**src/rtl/spi_slave_pkg.sv**
```systemverilog
// Shared widths, defaults and frame state encoding for the SPI slave.
package spi_slave_pkg;
  localparam int SPI_WORD_W      = 8;
  localparam int SPI_BITCNT_W    = 3;
  localparam int DEF_SYNC_STAGES = 2;
  localparam logic [SPI_WORD_W-1:0] DEF_IDLE_FILL = 8'hFF;

  typedef enum logic {
    ST_IDLE,
    ST_FRAME
  } frame_st_e;
endpackage

```
**src/rtl/spi_sync.sv**
```systemverilog
// Multi-flop synchronizer with rise/fall detection on the synchronized level.
module spi_sync #(
  parameter int   STAGES  = 2,
  parameter logic RST_VAL = 1'b0
) (
  input  logic clk,
  input  logic rst_n,
  input  logic d,
  output logic q,
  output logic rise,
  output logic fall
);
  logic [STAGES-1:0] chain;
  logic              q_d;

  always_ff @(posedge clk or negedge rst_n) begin
    if (!rst_n) begin
      chain <= {STAGES{RST_VAL}};
      q_d   <= RST_VAL;
    end else begin
      chain <= {chain[STAGES-2:0], d};
      q_d   <= chain[STAGES-1];
    end
  end

  assign q    = chain[STAGES-1];
  assign rise = q & ~q_d;
  assign fall = ~q & q_d;
endmodule

```
**src/rtl/spi_slave.sv**
```systemverilog
// Mode-0 SPI slave, oversampled in the wb_clk_i domain, with one-byte tx holding
// register and one-byte rx output register.
module spi_slave
  import spi_slave_pkg::*;
#(
  parameter int                    SYNC_STAGES = DEF_SYNC_STAGES,
  parameter logic [SPI_WORD_W-1:0] IDLE_FILL   = DEF_IDLE_FILL
) (
  input  logic                  wb_clk_i,
  input  logic                  wb_rst_n_i,
  input  logic                  sclk_i,
  input  logic                  nss_i,
  input  logic                  mosi_i,
  output logic                  miso_o,
  output logic                  miso_oe_o,
  input  logic [SPI_WORD_W-1:0] tx_data_i,
  input  logic                  tx_valid_i,
  output logic                  tx_ready_o,
  output logic [SPI_WORD_W-1:0] rx_data_o,
  output logic                  rx_valid_o,
  input  logic                  rx_ready_i,
  output logic                  rx_overrun_o,
  output logic                  tx_underrun_o,
  output logic                  busy_o
);
  localparam int SETTLE_W = $clog2(SYNC_STAGES + 1);

  logic sclk_s, sclk_rise, sclk_fall;
  logic nss_s, nss_rise, nss_fall;
  logic [SYNC_STAGES-1:0] mosi_sync;
  logic mosi_s;

  spi_sync #(.STAGES(SYNC_STAGES), .RST_VAL(1'b0)) u_sclk_sync (
    .clk(wb_clk_i), .rst_n(wb_rst_n_i), .d(sclk_i),
    .q(sclk_s), .rise(sclk_rise), .fall(sclk_fall)
  );

  spi_sync #(.STAGES(SYNC_STAGES), .RST_VAL(1'b1)) u_nss_sync (
    .clk(wb_clk_i), .rst_n(wb_rst_n_i), .d(nss_i),
    .q(nss_s), .rise(nss_rise), .fall(nss_fall)
  );

  always_ff @(posedge wb_clk_i or negedge wb_rst_n_i) begin
    if (!wb_rst_n_i) mosi_sync <= '0;
    else             mosi_sync <= {mosi_sync[SYNC_STAGES-2:0], mosi_i};
  end
  assign mosi_s = mosi_sync[SYNC_STAGES-1];

  // The nss chain resets high, so a low pin at release looks like a falling
  // edge; frames are only armed once a real high level has flushed through.
  logic [SETTLE_W-1:0] settle;
  logic                armed;
  logic                settled;

  assign settled = (settle == SETTLE_W'(SYNC_STAGES));

  always_ff @(posedge wb_clk_i or negedge wb_rst_n_i) begin
    if (!wb_rst_n_i) begin
      settle <= '0;
      armed  <= 1'b0;
    end else begin
      if (!settled) settle <= settle + SETTLE_W'(1);
      if (settled && nss_s) armed <= 1'b1;
    end
  end

  frame_st_e state, state_nx;
  logic      start, frame_end;

  always_ff @(posedge wb_clk_i or negedge wb_rst_n_i) begin
    if (!wb_rst_n_i) state <= ST_IDLE;
    else             state <= state_nx;
  end

  // Mode 0 idles sclk low, so a frame only opens with the clock at rest.
  always_comb begin
    state_nx  = state;
    start     = 1'b0;
    frame_end = 1'b0;
    case (state)
      ST_IDLE: if (armed && nss_fall && !sclk_s) begin
        state_nx = ST_FRAME;
        start    = 1'b1;
      end
      ST_FRAME: if (nss_rise) begin
        state_nx  = ST_IDLE;
        frame_end = 1'b1;
      end
      default: state_nx = ST_IDLE;
    endcase
  end

  logic                    in_frame;
  logic                    sample, load, shift;
  logic [SPI_BITCNT_W-1:0] bitcnt;
  logic [SPI_WORD_W-1:0]   rx_shift, tx_shift, hold_data;
  logic                    hold_full, byte_done, tx_wr, rx_take;

  assign in_frame = (state == ST_FRAME) && !nss_rise;
  assign sample   = in_frame && sclk_rise;
  assign load     = start || (in_frame && sclk_fall && bitcnt == '0);
  assign shift    = in_frame && sclk_fall && bitcnt != '0;

  // A load frees the holding register in the same cycle it is read.
  assign tx_ready_o = !hold_full || load;
  assign tx_wr      = tx_valid_i && tx_ready_o;
  assign rx_take    = rx_valid_o && rx_ready_i;

  always_ff @(posedge wb_clk_i or negedge wb_rst_n_i) begin
    if (!wb_rst_n_i) begin
      bitcnt        <= '0;
      rx_shift      <= '0;
      tx_shift      <= '0;
      hold_data     <= '0;
      hold_full     <= 1'b0;
      byte_done     <= 1'b0;
      tx_underrun_o <= 1'b0;
    end else begin
      if (start || frame_end) bitcnt <= '0;
      else if (sample)        bitcnt <= bitcnt + SPI_BITCNT_W'(1);
      if (sample) rx_shift <= {rx_shift[SPI_WORD_W-2:0], mosi_s};
      byte_done <= sample && (bitcnt == '1);

      if (load)       tx_shift <= hold_full ? hold_data : IDLE_FILL;
      else if (shift) tx_shift <= {tx_shift[SPI_WORD_W-2:0], 1'b0};
      tx_underrun_o <= load && !hold_full;

      if (tx_wr) begin
        hold_data <= tx_data_i;
        hold_full <= 1'b1;
      end else if (load) begin
        hold_full <= 1'b0;
      end
    end
  end

  always_ff @(posedge wb_clk_i or negedge wb_rst_n_i) begin
    if (!wb_rst_n_i) begin
      rx_data_o    <= '0;
      rx_valid_o   <= 1'b0;
      rx_overrun_o <= 1'b0;
    end else begin
      rx_overrun_o <= byte_done && rx_valid_o && !rx_ready_i;
      if (byte_done) begin
        if (!rx_valid_o || rx_take) begin
          rx_data_o  <= rx_shift;
          rx_valid_o <= 1'b1;
        end
      end else if (rx_take) begin
        rx_valid_o <= 1'b0;
      end
    end
  end

  assign busy_o    = (state == ST_FRAME);
  assign miso_oe_o = busy_o;
  assign miso_o    = busy_o && tx_shift[SPI_WORD_W-1];
endmodule

```
**config.mk**
```make
export PLATFORM = sky130hd
export DESIGN_NAME = spi_slave
export DESIGN_NICKNAME = d
export VERILOG_FILES = /design/src/rtl/spi_slave_pkg.sv /design/src/rtl/spi_sync.sv /design/src/rtl/spi_slave.sv
export SDC_FILE = /design/constraint.sdc
export NUM_CORES = 1
export LEC_CHECK = 0
export BUFFER_PORTS_ARGS = -buffer_cell sky130_fd_sc_hd__buf_2
export CAP_MARGIN = 20
export CELL_PAD_IN_SITES_DETAIL_PLACEMENT = 0
export CELL_PAD_IN_SITES_GLOBAL_PLACEMENT = 2
export CORE_ASPECT_RATIO = 1.75
export CORE_MARGIN = 5
export CORE_UTILIZATION = 25
export DETAILED_ROUTE_END_ITERATION = 8
export GPL_TIMING_DRIVEN = 0
export HOLD_SLACK_MARGIN = 0.08
export PLACE_DENSITY = 0.66
export RECOVER_POWER = 50
export SLEW_MARGIN = 20
export SYNTH_ARGS = -nofsm -noshare
export SYNTH_HDL_FRONTEND = slang
export SYNTH_SLANG_ARGS = --single-unit
```
**constraint.sdc**
```tcl
create_clock -name wb_clk_i -period 1.89 [get_ports wb_clk_i]
set_clock_uncertainty 0.05 [all_clocks]
set_input_delay 0.0945 -clock wb_clk_i [delete_from_list [all_inputs] [get_ports wb_clk_i]]
set_output_delay 0.0945 -clock wb_clk_i [all_outputs]
set_load 0.05 [all_outputs]
```
==> results of run 1 <==
-- cell usage in the layout (no fill, tap or decap), types with 2 or more instances in the layout --
cell	synthesis	layout
o221ai_1	7	7
clkbuf_16	0	5
nor2_1	11	10
dfrtp_1	49	48
nand2b_1	2	2
clkbuf_8	0	2
dfstp_2	3	3
mux2_2	9	9
buf_4	2	13
mux2_4	8	8
a22o_1	2	2
dlygate4sd3_1	0	14
inv_1	12	12
and2_1	2	2
buf_2	1	27
nand2_1	36	35
ha_1	4	3
a21o_1	3	3
-- through the flow --
step / total power (µW) / util / hold slack [ns] / setup TNS (ns) / cell area (µm²)
final: 2980 / 0.338 / 0.301 / 0 / 2790
after global routing: 3170 / 0.338 / 0.313 / -0.0468 / 2790
after floorplan: 1850 / - / -0.251 / 0 / 2110
after detailed placement: 1990 / 0.288 / 0.131 / -0.0792 / 2380
after CTS: 3000 / 0.330 / 0.306 / 0 / 2730
after global placement: 1980 / 0.288 / 0.150 / -0.0582 / 2370
-- worst paths after layout --
path / from / to / slack (ns) / cells after the start
hold / removal: mosi_sync[0] / mosi_sync[1] / 0.30 / 0
min in group asynchronous: wb_rst_n_i / tx_shift[2] / 0.33 / 2
hold reg to reg: mosi_sync[0] / mosi_sync[1] / 0.30 / 0
setup reg to reg: busy_o / hold_data[7] / 0.10 / 6
max in group asynchronous: wb_rst_n_i / busy_o / 0.98 / 2
setup / recovery: busy_o / tx_ready_o / 0.05 / 7
-- where the power goes --
group          switching, µW  internal [µW]  leakage [µW]
logic                    261            334      0.000658
registers                127           1330      0.000652
clock network            399            530     0.0000772
-- registers in the layout, indices dropped and copies added (netlist names) --
signal             count
rx_valid_o             1
tx_underrun_o          1
u_nss_sync.chain       2
rx_data_o              8
busy_o                 1
rx_overrun_o           1
byte_done              1
bitcnt                 3
u_sclk_sync.chain      2
mosi_sync              2
settle                 2
hold_full              1
rx_shift               8
tx_shift               8
u_sclk_sync.q_d        1
hold_data              8
u_nss_sync.q_d         1
armed                  1
-- area by class of cell --
| cell class | instances | area share |
|---|---|---|
| Buffer | 5 | 0.0161 |
| Tap cell | 92 | 0.0412 |
| Multi-Input combinational cell | 99 | 0.269 |
| Inverter | 13 | 0.0175 |
| Sequential cell | 52 | 0.468 |
| Clock buffer | 6 | 0.0498 |
| Clock inverter | 2 | 0.00493 |
| Timing Repair Buffer | 53 | 0.133 |
-- layer usage --
metal / routed length [µm] / track usage
met3: 150 / 0.0144
met1: 1660 / 0.101
met4: 83 / 0.0402
met5: 0 / 0
met2: 2140 / 0.154
-- logic make-up after synthesis --
group	count (synthesis)	synth area share
simple gates	60	0.143
buf+inv	18	0.0397
flops	52	0.618
xor+xnor	1	0.00415
mux	17	0.105
fa+ha+maj	4	0.0237
compound gates	17	0.0658
-- repair_timing --
item / in CTS / in global routing
setup endpoints to repair: 2 / 4
resized for setup: 8 / 4
setup buffers: 3 / 7
hold buffers: 14 / 0
pin swaps: 1 / 2
hold endpoints to repair: 63 / 0
cloned: 0 / 0
==> metrics.cfg, run 1 <==
[outcome]
status=finished, final reports clean

[layout]
synthToLayoutAreaGrowth_pct=32.2
nets=248
finalNonFillerCells=322
multiInputGateArea_um2=752
fillers=858
drive_above_1_share=0.361
diodes=0
seqCellArea_um2=1310

[route]
wl_um=4030
drt_iter0_drc=45
wire_per_inst_um=12.5
firstDrtPassIters=2
antenna_left=0
vias_per_cell=4.37
num_vias=1406
drc=0

[die]
coreArea_um2=8260
dieArea_um2=10500
rows=44
die_h_um=132
die_x_um=79.5
num_io_pins=30
start_util=0.256

[synthesis]
synthArstFlopShare=1.00
synth_edf_count=0
synth_area_leader_cell=dfrtp_1
synth_cell_type_count=33
yosys-top-cells-area=dfrtp_1, nand2_1, mux2_4
synth_top_area_share=0.581
netlist_area_um2=2110
ys_seq_area_frac=0.618
ys_ff_latch=52
ys_top_cells_by_count=dfrtp_1, nand2_1, inv_1, nor2_1, mux2_2
yosysMostFrequentCell=dfrtp_1
ys.flop_type=dfrtp_1
yosysWarnings=0
avgSynthCellArea_um2=12.5
syn_nets=188
synthCells=169

[clocking]
cts_buffer_depth=2
clock_latency_ns=0.29
h-tree-depth=2
cts_made_buffers=5
clkSinkCount=52
cts_tree=done
clock-root-buffer=clkbuf_16
cts.clk_slew.worst_paths_ns=0.07

[timing]
slew-limit-headroom=0.542
finalWorstSetupSlack_ns=0.0472
rsz0062_at_grt=true
clock.fmax_ghz=0.543
post-route-period-util=0.975
drv_slew=0
worst_slew_pin_slew_ns=0.681
setup_viol=0
hold_viol=0
min_period_ns=1.84

[placement]
dp_hpwl_um=2740
dp_slack_ns=-0.0673
place.gp.congestion=0.698
dp_cells=290
io_buffers=29

[grt]
grt_pass1_vias=1565
grt_max_degree=53
grt_util_all_layers=0.0877
grt_pass1_wl_um=7370
antenna_found_initial=0
grt.overflow.total=0

[setup_path]
critPathKind=reg -> out
crit_buf_inv=3
crit_arrival_ns=1.70
worstSetupEndpointType=primary output
cp_slowest_cell=dfrtp_2
critPathLaunchType=register
critPathMaxStageDelay_ns=0.43
worstPathCellList=buf_4, nand4bb_4, nor2_4, nor2_2, clkbuf_8, nand2_2, buf_8
required_ns=1.75
path_max_fanout=8
crit_family=simple AND/OR/NAND/NOR gates

[job]
max-cap-violations=0

[power]
p_per_area_nw_per_um2=1070
cellLeakagePower_uw=0.00139
peakVddDrop_mv=0.536

[worst_hold_path]
hold_path_class=reg -> reg

No activity file was read; power rests on OpenSTA's default activity.
==> run 2: changes to the inputs <==
- ABC_AREA: default -> 1
- PLACE_DENSITY: 0.66 -> 0.7
==> run 2 against run 1 <==
Final cell count grew 29%. Count of clock-buffer cells in the layout is the same. Core utilization shrank 2.0 points. Critical path type unchanged. Via count grew 18%. Critical endpoint unchanged. Combinational power grew 38%. Die area grew 6.6%. Maximum frequency grew 4.4%. Sequential power is essentially flat. Synthesized cell count grew 44%. Area after synthesis grew 7.4%.
==> metrics.cfg, run 2 <==
[timing]
min_period_ns=1.76  ; was 1.84 ns
slew-limit-headroom=0.135  ; was 0.542
hold_viol=0  ; unchanged
post-route-period-util=0.934  ; was 0.975
worst_slew_pin_slew_ns=1.30  ; was 0.681 ns
clock.fmax_ghz=0.567  ; was 0.543 GHz
rsz0062_at_grt=false  ; was true
final.setup.tns_ns=0  ; unchanged
finalWorstSetupSlack_ns=0.125  ; was 0.0472 ns
drv_slew=0  ; unchanged
setup_viol=0  ; unchanged

[grt]
grt_util_all_layers=0.0929  ; was 0.0877
grt_pass1_vias=1566  ; was 1565
grt_pass1_wl_um=7770  ; was 7370 µm
grt.overflow.total=0  ; unchanged
antenna_found_initial=0  ; unchanged
grt_max_degree=53  ; unchanged

[layout]
diodes=0  ; unchanged
nets=313  ; was 248
seqCellArea_um2=1310  ; about the same
fillers=1003  ; was 858
layout_common_cells=nand2_1, dfrtp_1, inv_1, nand3_1, buf_2  ; was dfrtp_1, nand2_1, buf_2, dlygate4sd3_1, buf_4
finalNonFillerCells=415  ; was 322
multiInputGateArea_um2=759  ; was 752 µm²
synthToLayoutAreaGrowth_pct=26.0  ; was 32.2%
fin_area_um2=2850  ; was 2790 µm²
final_common_cell=nand2_1  ; was dfrtp_1
drive_above_1_share=0.203  ; was 0.361

[worst_hold_path]
holdPathStages=3  ; was 0
whs_endpoint=hold_data[7]  ; was mosi_sync[1]
hold_path_class=in -> reg  ; was reg -> reg
hold_start=tx_valid_i  ; was mosi_sync[0]

[placement]
dp_cells=392  ; was 290
dp_hpwl_um=3160  ; was 2740 µm
place_area_um2=2560  ; was 2380 µm²
io_buffers=28  ; was 29
dp_slack_ns=0.236  ; was -0.0673 ns
place.gp.congestion=0.717  ; was 0.698

[synthesis]
ys_ff_latch=52  ; unchanged
yosys-top-cells-area=dfrtp_1, nand2_1, nand3_1  ; was dfrtp_1, nand2_1, mux2_4
synthArstFlopShare=1.00  ; unchanged
syn_nets=263  ; was 188
ys.flop_type=dfrtp_1  ; unchanged
ys_top_cells_by_count=nand2_1, dfrtp_1, inv_1, nand3_1, o21ai_0  ; was dfrtp_1, nand2_1, inv_1, nor2_1, mux2_2
synthCells=244  ; was 169
synth_edf_count=0  ; unchanged
synth_cell_type_count=26  ; was 33
yosysMostFrequentCell=nand2_1  ; was dfrtp_1
ys_seq_area_frac=0.576  ; was 0.618
yosysWarnings=0  ; unchanged
synth_area_leader_cell=dfrtp_1  ; unchanged
avgSynthCellArea_um2=9.29  ; was 12.5 µm²
synth_top_area_share=0.541  ; was 0.581
netlist_area_um2=2270  ; was 2110 µm²

[die]
rows=46  ; was 44
die_x_um=82.0  ; was 79.5 µm
coreArea_um2=8980  ; was 8260 µm²
die_h_um=136  ; was 132 µm
num_io_pins=30  ; unchanged
dieArea_um2=11100  ; was 10500 µm²
start_util=0.252  ; was 0.256

[clocking]
h-tree-depth=2  ; unchanged
cts_tree=done  ; unchanged
clock_latency_ns=0.29  ; about the same
clkSinkCount=52  ; unchanged
cts_buffer_depth=2  ; unchanged
clock-root-buffer=clkbuf_16  ; unchanged
cts_made_buffers=5  ; unchanged
cts.clk_slew.worst_paths_ns=0.07  ; about the same

[route]
wire_per_inst_um=10.9  ; was 12.5 µm
firstDrtPassIters=4  ; was 2
wl_um=4540  ; was 4030 µm
antenna_left=0  ; unchanged
drt_iter0_drc=63  ; was 45
vias_per_cell=4.00  ; was 4.37
drc=0  ; unchanged
num_vias=1662  ; was 1406

[setup_path]
cp_slowest_cell=dfstp_2  ; was dfrtp_2
r2r-end=tx_shift[7]  ; was hold_data[7]
critPathKind=reg -> out  ; unchanged
path_max_fanout=6  ; was 8
critPathLaunchType=register  ; unchanged
worstSetupEndpointType=primary output  ; unchanged
reg2reg_slack_ns=0.28  ; was 0.10 ns
worstPathCellList=inv_1, a21oi_2, nand3_1, nand3_2, buf_6, buf_8  ; was buf_4, nand4bb_4, nor2_4, nor2_2, clkbuf_8, nand2_2, buf_8
required_ns=1.75  ; about the same
crit_arrival_ns=1.62  ; was 1.70 ns
r2r-start=u_nss_sync.q_d  ; was busy_o
crit_family=flip-flops  ; was simple AND/OR/NAND/NOR gates
critPathMaxStageDelay_ns=0.55  ; was 0.43 ns
crit_buf_inv=3  ; unchanged
reg2regPathDepth=8  ; was 6

[power]
peakVddDrop_mv=0.702  ; was 0.536 mV
cellLeakagePower_uw=0.00146  ; was 0.00139 µW
p_per_area_nw_per_um2=1120  ; was 1070 nW/µm²

[outcome]
status=finished, final reports clean  ; unchanged

[job]
max-cap-violations=0  ; unchanged

-- run 2: cell types whose count changed in the layout (fill, tap and decap cells not counted), sizes merged, moves of 3 or more --
cell,change
buf,-10
clkbuf,+3
inv,+21
mux2,-16
nand2,+39
nand3,+30
nor2,+3
o21ai,+16
o221ai,-7
-- run 2: power breakdown --
part / internal (µW) / switching [µW]
clock: 495 / 408
combinational: 326 / 498
sequential: 1340 / 127
total: 2160 / 1030
-- run 2: final cells by class --
| cell class | count | area share |
|---|---|---|
| flip-flops and latches | 52 | 0.457 |
| repair buffers | 43 | 0.103 |
| clock buffers | 6 | 0.0452 |
| clock inverters | 2 | 0.00482 |
| plain buffers | 7 | 0.0241 |
| well taps | 120 | 0.0526 |
| inverters | 36 | 0.0473 |
| multi-input cells | 149 | 0.266 |
-- run 2: worst max path at each step --
stage                   start           to  slack [ns]  cells past startpoint
6_report       u_nss_sync.q_d   tx_ready_o        0.13                      6
5_1_grt        u_nss_sync.q_d   tx_ready_o        0.03                      6
4_1_cts             bitcnt[0]   tx_ready_o        0.02                      8
3_5_place_dp        bitcnt[0]  tx_shift[7]        0.24                      9
3_3_place_gp        bitcnt[0]  tx_shift[7]        0.25                      9
2_1_floorplan          busy_o  tx_shift[1]        0.29                      7
-- run 2: metrics by stage --
| step | hold WS, ns | total power, µW | utilization |
|---|---|---|---|
| 2_1_floorplan | -0.251 | 2040 | - |
| 3_3_place_gp | 0.156 | 2230 | 0.285 |
| 3_5_place_dp | 0.137 | 2250 | 0.285 |
| 4_1_cts | 0.173 | 3220 | 0.316 |
| 5_1_grt | 0.214 | 3430 | 0.318 |
| 6_report | 0.166 | 3190 | 0.318 |
-- run 2: repair_timing --
item / CTS / global route
pin swaps: 0 / 1
gates resized for setup: 1 / 3
endpoints found under the hold margin: 62 / 0
setup buffers: 0 / 2
hold buffers: 13 / 0
endpoints found under the setup margin: 1 / 1
-- run 2: cells by family after synthesis --
logic type	after synthesis	share of synthesized area
and+or+nand+nor	123	0.253
adders and majority gates	4	0.0221
DFF	52	0.576
muxes	1	0.00497
xor gates and xnor gates	1	0.00387
AOI/OAI and AO/OA	20	0.0502
buffers and inverters	43	0.0900
-- run 2: worst reg2reg max path, delay by kind of cell (launching register included) --
kind	cells	cell delay (ns)
buffers and inverters	2	0.22
flip-flops	1	0.55
AND/OR/NAND/NOR	5	0.48
AO/OA/AOI/OAI	1	0.20
-- run 2: metal layers --
metal	track usage	share of wire
met5	0	0
met4	0.0555	0.029
met3	0.0199	0.029
met2	0.148	0.50
met1	0.113	0.44
